### src/rtl/pwm_multi_channel.sv
// Multi-channel PWM: one shared period counter, per-channel compare lanes, TOP/CMP/MODE held
// in shadow registers until the period boundary. Define PWM_CENTER_EN to build centre-aligned mode.

module pwm_chan #(
    parameter int WIDTH = 16
) (
    input  logic             clk,
    input  logic             rst_n,
    input  logic             wr_i,
    input  logic [WIDTH-1:0] wdata_i,
    input  logic             xfer_i,
    input  logic [WIDTH-1:0] cnt_i,
    output logic             out_o
);
    logic [WIDTH-1:0] cmp_sh_q, cmp_act_q;

    always_ff @(posedge clk or negedge rst_n) begin
        if (!rst_n) begin
            cmp_sh_q  <= '0;
            cmp_act_q <= '0;
        end else begin
            if (xfer_i) cmp_act_q <= cmp_sh_q;
            if (wr_i)   cmp_sh_q  <= wdata_i;
        end
    end

    assign out_o = (cnt_i < cmp_act_q);
endmodule

module pwm_multi_channel #(
    parameter  int WIDTH    = 16,
    parameter  int CHANNELS = 4,
    localparam int AW       = $clog2(CHANNELS + 3)
) (
    input  logic                clk,
    input  logic                rst_n,
    input  logic                en,
    input  logic                wr,
    input  logic [AW-1:0]       addr,
    input  logic [WIDTH-1:0]    wdata,
    output logic [WIDTH-1:0]    cnt,
    output logic [CHANNELS-1:0] out,
    output logic                period_end
);
    localparam logic [AW-1:0] A_TOP = AW'(0);
    localparam logic [AW-1:0] A_CNT = AW'(1);

    logic [WIDTH-1:0]    cnt_q, cnt_d, top_sh_q, top_act_q;
    logic                cnt_wr, top_wr, boundary;
    logic [CHANNELS-1:0] cmp_wr;

    assign cnt_wr = wr && (addr == A_CNT);
    assign top_wr = wr && (addr == A_TOP);

`ifdef PWM_CENTER_EN
    localparam logic [AW-1:0] A_MODE = AW'(2);

    // dir_q: 0 = counting up, 1 = counting down
    logic mode_sh_q, mode_act_q, dir_q, dir_d;

    always_ff @(posedge clk or negedge rst_n) begin
        if (!rst_n) begin
            mode_sh_q  <= 1'b0;
            mode_act_q <= 1'b0;
            dir_q      <= 1'b0;
        end else begin
            if (period_end) mode_act_q <= mode_sh_q;
            if (wr && (addr == A_MODE)) mode_sh_q <= wdata[0];
            dir_q <= dir_d;
        end
    end
`endif

    always_comb begin
        boundary = (cnt_q >= top_act_q);
`ifdef PWM_CENTER_EN
        if (mode_act_q) boundary = (cnt_q > top_act_q) || ((cnt_q == '0) && dir_q);
`endif
    end

    assign period_end = en && !cnt_wr && boundary;

`ifdef PWM_CENTER_EN
    always_comb begin
        cnt_d = cnt_q;
        dir_d = dir_q;
        if (cnt_wr) begin
            cnt_d = wdata;
            dir_d = 1'b0;
        end else if (period_end) begin
            dir_d = 1'b0;
            // A centre-mode valley sample is already the 0 of the new period, so resume at 1.
            cnt_d = (mode_act_q && (cnt_q <= top_act_q)) ? WIDTH'(1) : '0;
        end else if (en) begin
            if (!mode_act_q || (!dir_q && (cnt_q != top_act_q))) begin
                cnt_d = cnt_q + WIDTH'(1);
            end else if (!dir_q) begin
                dir_d = 1'b1;
                cnt_d = (cnt_q == '0) ? '0 : cnt_q - WIDTH'(1);
            end else begin
                cnt_d = cnt_q - WIDTH'(1);
            end
        end
    end
`else
    always_comb begin
        cnt_d = cnt_q;
        if (cnt_wr)          cnt_d = wdata;
        else if (period_end) cnt_d = '0;
        else if (en)         cnt_d = cnt_q + WIDTH'(1);
    end
`endif

    always_ff @(posedge clk or negedge rst_n) begin
        if (!rst_n) begin
            cnt_q     <= '0;
            top_sh_q  <= '1;
            top_act_q <= '1;
        end else begin
            cnt_q <= cnt_d;
            if (period_end) top_act_q <= top_sh_q;
            if (top_wr)     top_sh_q  <= wdata;
        end
    end

    assign cnt = cnt_q;

    for (genvar g = 0; g < CHANNELS; g++) begin : g_ch
        assign cmp_wr[g] = wr && (addr == AW'(g + 3));

        pwm_chan #(.WIDTH(WIDTH)) u_ch (
            .clk     (clk),
            .rst_n   (rst_n),
            .wr_i    (cmp_wr[g]),
            .wdata_i (wdata),
            .xfer_i  (period_end),
            .cnt_i   (cnt_q),
            .out_o   (out[g])
        );
    end
endmodule

### config.mk
export PLATFORM = sky130hd
export DESIGN_NAME = pwm_multi_channel
export DESIGN_NICKNAME = d
export VERILOG_FILES = /design/src/rtl/pwm_multi_channel.sv
export SDC_FILE = /design/constraint.sdc
export NUM_CORES = 1
export LEC_CHECK = 0
export ABC_AREA = 1
export CAP_MARGIN = 20
export CORE_ASPECT_RATIO = 1.1
export CORE_UTILIZATION = 55
export DETAILED_ROUTE_END_ITERATION = 6
export PLACE_DENSITY_LB_ADDON = 0.05
export SLEW_MARGIN = 20
export SYNTH_ARGS = -nofsm -noshare
export SYNTH_HDL_FRONTEND = slang
export SYNTH_SLANG_ARGS = --single-unit
### constraint.sdc
create_clock -name clk -period 1.8 [get_ports clk]
set_input_delay 0.18 -clock clk [delete_from_list [all_inputs] [get_ports clk]]
set_output_delay 0.18 -clock clk [all_outputs]
set_load 0.02 [all_outputs]
# Word-level counts from Yosys, hierarchy flattened
# Index checks and enable logic that the tools add are counted.
# W data, S select, Z words.
[op_classes]
n_bitwise = 0
n_reduce_logical = 11
mux = 3
shifts = 0
n_lt_le_gt_ge = 5
multipliers = 0
div = 0
n_eq_ne = 5
n_addsub = 1
[op_table]
columns = ["cell", "count"]
rows = [
  ["$lt A16 B16 Y1", 4],
  ["$mux W16", 3],
  ["$add A16 B1 Y16 const B", 1],
  ["$ge A16 B16 Y1", 1],
  ["$eq A3 B3 Y1 const B", 3],
  ["$logic_and A1 B1 Y1", 8],
  ["$eq A3 B1 Y1 const B", 1],
  ["$eq A3 B2 Y1 const B", 1],
  ["$logic_not A3 Y1", 1],
  ["$reduce_bool A3 Y1", 1],
  ["$logic_not A1 Y1", 1],
]
[word_totals]
wordCells = 36
output_inout_bits = 21
inputBits = 23
romBits = 0
latchBits = 0
memories = 0
ramBits = 0
reg_bits = 176

# Depth between registers and ports, before layout
[logic_depth]
ltp_word = 7
depth_mapped = 15

# Hierarchy
# From an unflattened synthesis, not the netlist that was laid out.
[hier_totals]
hier_cells = 1002
area_unflattened_um2 = 9370.2
[by_module_without_submodules]
columns = ["mod", "area_each_um2", "cells_each", "n_inst"]
rows = [
  ["pwm_chan", 1591.5, 153, 4],
  ["pwm_multi_channel", 3004.1, 390, 1],
]

# Least setup slack after synthesis
# Ideal clock, no wire load.
[synth_timing]
kind = "register -> output"
from = "register cnt_q[11], in the netlist cnt[11]"
to = "output port period_end"
path_stages_with_launch = 10
t_arrival_ns = 1.869
path_slack_ns = -0.249
required_time_ns = 1.620
n_path_buf = 1
cell_sequence = "dfrtp_1 -> ha_1 -> nand2_1 -> o21bai_1 -> a21oi_1 -> nor2_4 -> nand2_4 -> nand2_4 -> buf_6 -> inv_1"
[synth_between]
elab_chain_len = 2
[synth_lines]
columns = ["item", "line", "rtl"]
rows = [
  ["from (decl)", "48", "logic [WIDTH-1:0] cnt_q, cnt_d, top_sh_q, top_act_q;"],
  ["from (signal assigned)", "120", "cnt_q <= cnt_d;"],
  ["$ge A16 B16 Y1", "75", "boundary = (cnt_q >= top_act_q);"],
  ["$logic_and A1 B1 Y1", "81", "assign period_end = en && !cnt_wr && boundary;"],
  ["to (decl)", "43", "output logic period_end"],
]
# No other way between the ends.

# Final worst setup path
[layout_timing]
from = "register top_act_q[13]"
to = "output port period_end"
[layout_between]
elab_chain_len = 2
[layout_lines]
columns = ["item", "line", "rtl"]
rows = [
  ["from (decl)", "48", ""],
  ["from (signal assigned)", "121", "if (period_end) top_act_q <= top_sh_q;"],
  ["$ge A16 B16 Y1", "75", ""],
  ["$logic_and A1 B1 Y1", "81", ""],
]
# No other way between the ends.

==> run_results.csv <==
group,metric,value,unit
outcome,status,"finished with violations",
outcome,failed_checks,"DRC, setup timing",
sta,fin_skew,0.01240,ns
yosys,ys_dominant_reg_cell,"dfrtp_1",
yosys,yosys.area_share.xor_xnor,0.9517,%
yosys,seq_area_frac_synth,48.29,%
detailed_routing,postRouteAntennaNets,0,
power_and_ir_drop,p_leak,6.375,nW
floorplanning,fp.dieH,137.7,µm
detailed_routing,top_layer,"met4",
yosys,synth-simple-area-share,22.09,%
place,dp_slack,-0.7235,ns
cells_and_area,drive_gt1_share,35.22,%
place,numPortBuffers,43,
grt,grt_pass1_wl,46700,µm
setup_path,startpoint_type,"flip-flop",
detailed_routing,wl_met3,2648,µm
cells_and_area,antenna_cells_inserted,0,
place,hpwl,15770,µm
clocking,cts_tree,"built",
yosys,synth.area.mux_share,0,%
grt,grtUsageTotal,37.09,%
power_and_ir_drop,power-per-cell-area,2212,nW/µm²
yosys,syn_area,9203,µm²
sta,worst_slack,-0.5801,ns
setup_path,path_cells,"inv_1, ha_4, nand4_1, nor3_2, nand2_4, nand2_4, nand2_8, inv_6, buf_6",
floorplanning,dieArea,17250,µm²
setup_path,worstReg2RegEnd,"cnt[2]",
cells_and_area,nets,1362,
place,finalWeightedCongestion,0.8508,
setup_path,cp_num_buf_inv,3,
detailed_routing,vias_per_cell,5.839,
sta,final_hold_viol_count,0,
clocking,cts.sinks,176,
cells_and_area,layout_common_cells,"269 x nand2_1, 129 x inv_1, 129 x dfrtp_1",
detailed_routing,wl_met1,12410,µm
yosys,avgSynthCellArea,8.381,µm²
sta,worst_pin_slew,0.6589,ns
cells_and_area,final_common_cell,"nand2_1",
floorplanning,io_pins,44,
grt,antenna_found_initial,0,
clocking,cts_made_buffers,17,
clocking,root_buffer,"clkbuf_16",
setup_path,cpPeakStageDelay,0.53,ns
yosys,synth_compound_area_share,9.368,%
yosys,ys_types,29,
cells_and_area,areaGrowthSynthToFinish,43.21,%
sta,rsz0062_at_grt,"yes",
clocking,clk_path_buf_depth,2,
yosys,synth-edff-count,0,
clocking,insertion_delay,0.44,ns
setup_path,reg2reg_from,"top_act_q[13]",
detailed_routing,dr_wl_met2,14660,µm
setup_path,cpMostUsedCell,"nand2_4",
detailed_routing,wl_per_cell,21.43,µm
power_and_ir_drop,ir_drop,1.162,mV
setup_path,reg2reg_slack,-0.53,ns
setup_path,critPathMaxFanout,2,
floorplanning,rows,49,
grt,grt_pass1_vias,8393,
yosys,synth-seq-cells,176,
grt,grt_max_degree,56,
job,drv_cap,0,
detailed_routing,drc,4,
grt,grt_overflow,0,
setup_path,crit_arrival,2.20,ns
yosys,synth_cells,1098,
detailed_routing,drt_iter0_markers,831,
place,placed_area,10500,µm²
sta,setup_tns,-39.33,ns
sta,min_period,2.380,ns
setup_path,end_kind,"output pin",
cells_and_area,fin_area,13180,µm²
min_path,min_path_type,"input port to async pin",
floorplanning,die_width,125.3,µm
sta,max_freq,420.2,MHz
sta,relSlewSlack,56.07,%
yosys,synth_top_family_by_area,"simple AND/OR/NAND/NOR gates",
power_and_ir_drop,p_total,0.02915,W
sta,setup-violations-final,101,
sta,drv_slew,0,
detailed_routing,routed_wl,31690,µm
detailed_routing,drt-pass1-iter-count,7,
setup_path,reg2reg_depth,13,
yosys,synthesis.nets,1198,
yosys,yosys.area_share.adder,10.47,%
setup_path,cp_top_family,"simple AND/OR/NAND/NOR gates",
setup_path,slowest_stage,"dfstp_2",
sta,fin_crit_sh,132.2,%
detailed_routing,vias,8636,
setup_path,required,1.62,ns
yosys,yosysWarningCount,0,
clocking,cts.htree.levels,4,
cells_and_area,utilization,80.51,%
cells_and_area,n_fill_cell,989,
setup_path,crit_type,"flip-flop to output pin",
yosys,synthArstFlopShare,100.0,%
floorplanning,coreArea,16370,µm²
floorplanning,start_util,56.22,%
clocking,clkTransAtPathRegs,0.07,ns
==> worst max-delay path by stage <==
| stage | start | to | cells past startpoint |
|---|---|---|---|
| after floorplan | top_act_q[11] | period_end | 10 |
| after global placement | cnt[15] | out[3] | 8 |
| after detailed placement | cnt[15] | out[3] | 8 |
| after CTS | cnt[11] | out[1] | 8 |
| after global routing | top_act_q[13] | period_end | 9 |
| final | top_act_q[13] | period_end | 9 |
==> sequential cells by signal (all words and copies together) (netlist names) <==
| register | cells |
|---|---|
| g_ch.u_ch.cmp_sh_q | 64 |
| cnt | 16 |
| top_sh_q | 16 |
| top_act_q | 16 |
| g_ch.u_ch.cmp_act_q | 64 |
==> where the power goes <==
part | switching, W | internal [W]
sequential | 0.00104 | 0.00533
combinational | 0.00982 | 0.00914
clock | 0.00180 | 0.00202
==> synth_stat cells (all sizes together), types with 9 or more instances <==
library cell / instances / area [µm²]
nand2: 331 / 1262
dfrtp: 144 / 3603
inv: 140 / 525.5
o21ai: 98 / 490.5
nand3: 97 / 485.5
ha: 77 / 963.4
a21oi: 42 / 210.2
dfstp: 32 / 840.8
buf: 31 / 215.2
nand4: 26 / 162.7
nor2: 22 / 92.59
clkbuf: 18 / 67.56
o21a: 9 / 67.56
o22ai: 9 / 56.30
xor2: 9 / 78.83
==> routing by layer <==
layer | vias to the layer above | track usage [%]
met5 | - | 0
met4 | 0 | 20.80
met3 | 145 | 6.951
met2 | 479 | 59.99
met1 | 4105 | 47.41
li1 | 3907 | -
==> layout make-up <==
| type | count | area (µm²) | share of cell area, % |
|---|---|---|---|
| Tap cell | 204 | 255.2 | 1.937 |
| Clock inverter | 14 | 156.4 | 1.187 |
| Inverter | 141 | 536.8 | 4.073 |
| Sequential cell | 176 | 4463 | 33.86 |
| Timing Repair Buffer | 194 | 2187 | 16.60 |
| Multi-Input combinational cell | 732 | 5141 | 39.01 |
| Clock buffer | 18 | 439.2 | 3.332 |
==> logic make-up after synthesis <==
group / Yosys count
and+or+nand+nor: 482
xor gates and xnor gates: 10
DFF: 176
AOI/OAI and AO/OA: 163
adders and majority gates: 77
buffers and inverters: 190
==> worst reg2reg max path, delay by kind of cell, from the launching register on <==
| kind | cells | cell delay, ns |
|---|---|---|
| flip-flops | 1 | 0.53 |
| AND/OR/NAND/NOR | 7 | 0.86 |
| buffers and inverters | 5 | 0.57 |
| adder cells (fa/ha/maj) | 1 | 0.28 |
==> repair_timing <==
| item | CTS | global route |
|---|---|---|
| setup endpoints to repair | 112 | 105 |
| gates resized for setup | 229 | 101 |
| endpoints found under the hold margin | 29 | 0 |
| hold buffers | 1 | 0 |
| gates cloned | 21 | 0 |
| pin swaps | 87 | 43 |
| setup buffers | 28 | 17 |
==> stage by stage <==
stage               hold slack, ns  instances
floorplan                  -0.1156       1098
global placement            0.1375       1395
detailed placement          0.1395       1395
CTS                         0.2423       1473
global route                0.2614       1479
finish                      0.2369       1479
Note: power is estimated with default switching activity, not from simulation.
==> patch (same flow settings) <==
Put a register stage on the output `out`, with the module's reset. The value now appears one clock later. The other outputs are not delayed to match.
--- a/src/rtl/pwm_multi_channel.sv
+++ b/src/rtl/pwm_multi_channel.sv
@@ -46,2 +46,4 @@
     localparam logic [AW-1:0] A_CNT = AW'(1);
+
+    logic [CHANNELS-1:0] out_d;
 
@@ -137,5 +139,13 @@
             .cnt_i   (cnt_q),
-            .out_o   (out[g])
+            .out_o   (out_d[g])
         );
     end
+    always_ff @(posedge clk or negedge rst_n) begin
+        if (!rst_n) begin
+            out <= '0;
+        end else begin
+            out <= out_d;
+        end
+    end
+
 endmodule
Check against the original RTL: not equivalent (Yosys sat finds a counterexample within 4 cycles, from zero or initial values and one cycle with rst_n low).
==> patch against the original RTL <==
The flow still finishes with violations (design-rule violations, negative setup slack); non-clock buffer count is 79 lower; combinational power is 32% lower; cell count fell by 6.5%; worst setup slack improved by 120 ps; sequential share of layout area rose by 5.8 points; power fell by 22%; area after synthesis increased by 0.38%; clock power down 4%; synthesized cell count down 2.0%; sequential cell count grew 4; largest power group unchanged; final area fell by 13%; wire length is 18% lower.
==> patch: results (changes against the original RTL) <==
Signal buffers=115 (was 194); met2 Track Usage GR=53.70% (was 59.99%); final worst slack=-455.3 ps (was -580.1 ps); clk sinks=180 (was 176); power density over the cells=1976 nW/µm² (was 2212 nW/µm²); GR met1 Demand/Resource=39.99% (was 47.41%); status=finished with violations (unchanged); clock skew=16.23 ps (was 12.40 ps); adder-cell share of the synthesized area=10.43% (was 10.47%); sequential power=6.17 mW (was 6.37 mW); detailed-route via count=7749 (was 8636); xor/xnor share of the synthesized area=1.233% (was 0.9517%); register area share after synthesis=49.19% (was 48.29%); Area contributors post-synth=dfrtp_1 40%, nand2_1 13%, ha_1 10% (was dfrtp_1 39%, nand2_1 13%, ha_1 10%); Reg-to-Reg End=top_act_q[3] (was cnt[2]); dpl ws=-485.1 ps (was -723.5 ps); GRT Overall Usage=31.27% (was 37.09%); violated checks=design-rule violations, negative setup slack (unchanged); met3 WL=1339 µm (was 2648 µm); WL met2=12590 µm (was 14660 µm); Finish-stage setup viols=91 (was 101); Synth Area in Compound Gates=9.793% (was 9.368%); FILL cells=1323 (was 989); Via-to-Cell Ratio=5.603 (was 5.839); final wirelength=26010 µm (was 31690 µm); Multi-input gate area=4268 µm² (was 5141 µm²); pin count of the biggest net entering global routing=54 (was 56); Netlist cell types=31 (was 29); Post-route DRC=4 (unchanged); Setup TNS=-31970 ps (was -39330 ps); Leak Pwr=5.736 nW (was 6.375 nW); CP endpoint kind=flip-flop (was output pin); layout cell share with drive strength beyond 1=18.91% (was 35.22%); Final non-clock buffer share=11.79% (was 16.60%); Clock Network Area Fraction=4.954% (was 4.519%); Avg Cell Area, Syn=8.585 µm² (was 8.381 µm²); highest net fanout along the worst path=14 (was 2); R2R cell count=12 (was 13); cell family with most CP delay=buffers and inverters (was simple AND/OR/NAND/NOR gates); clkbuf count=20 (was 18); first-pass GRT wire length=40080 µm (was 46700 µm); CP startpoint=top_act_q[5] (was top_act_q[13]); invs w/o clock=127 (was 141); worst endpoint data arrival time=2630 ps (was 2200 ps); multi-input gate count=725 (was 732); utilization after layout=70.21% (was 80.51%)
patch: how the worst min path moves through the flow:
stage               startpoint                    endpoint  slack [ps]
floorplan                rst_n                      cnt[0]        -120
global placement         rst_n  g_ch[1].u_ch.cmp_act_q[12]           4
detailed placement       rst_n  g_ch[1].u_ch.cmp_act_q[11]           4
CTS                      rst_n  g_ch[1].u_ch.cmp_act_q[11]         120
global route             rst_n  g_ch[1].u_ch.cmp_act_q[11]         140
finish                   rst_n  g_ch[1].u_ch.cmp_act_q[12]         110
patch: repair_timing:
item,in CTS,in global routing
hold buffers,1,0
hold endpoints to repair,148,0
gates resized for setup,39,53
setup buffers,2,4
endpoints found under the setup margin,103,100
pin swaps,13,16
gates cloned,7,5
patch: cell families after synthesis:
family	count (synthesis)
adders and majority gates	77
buffers and inverters	171
and+or+nand+nor	467
DFF	180
AOI/OAI and AO/OA	168
xor gates and xnor gates	13
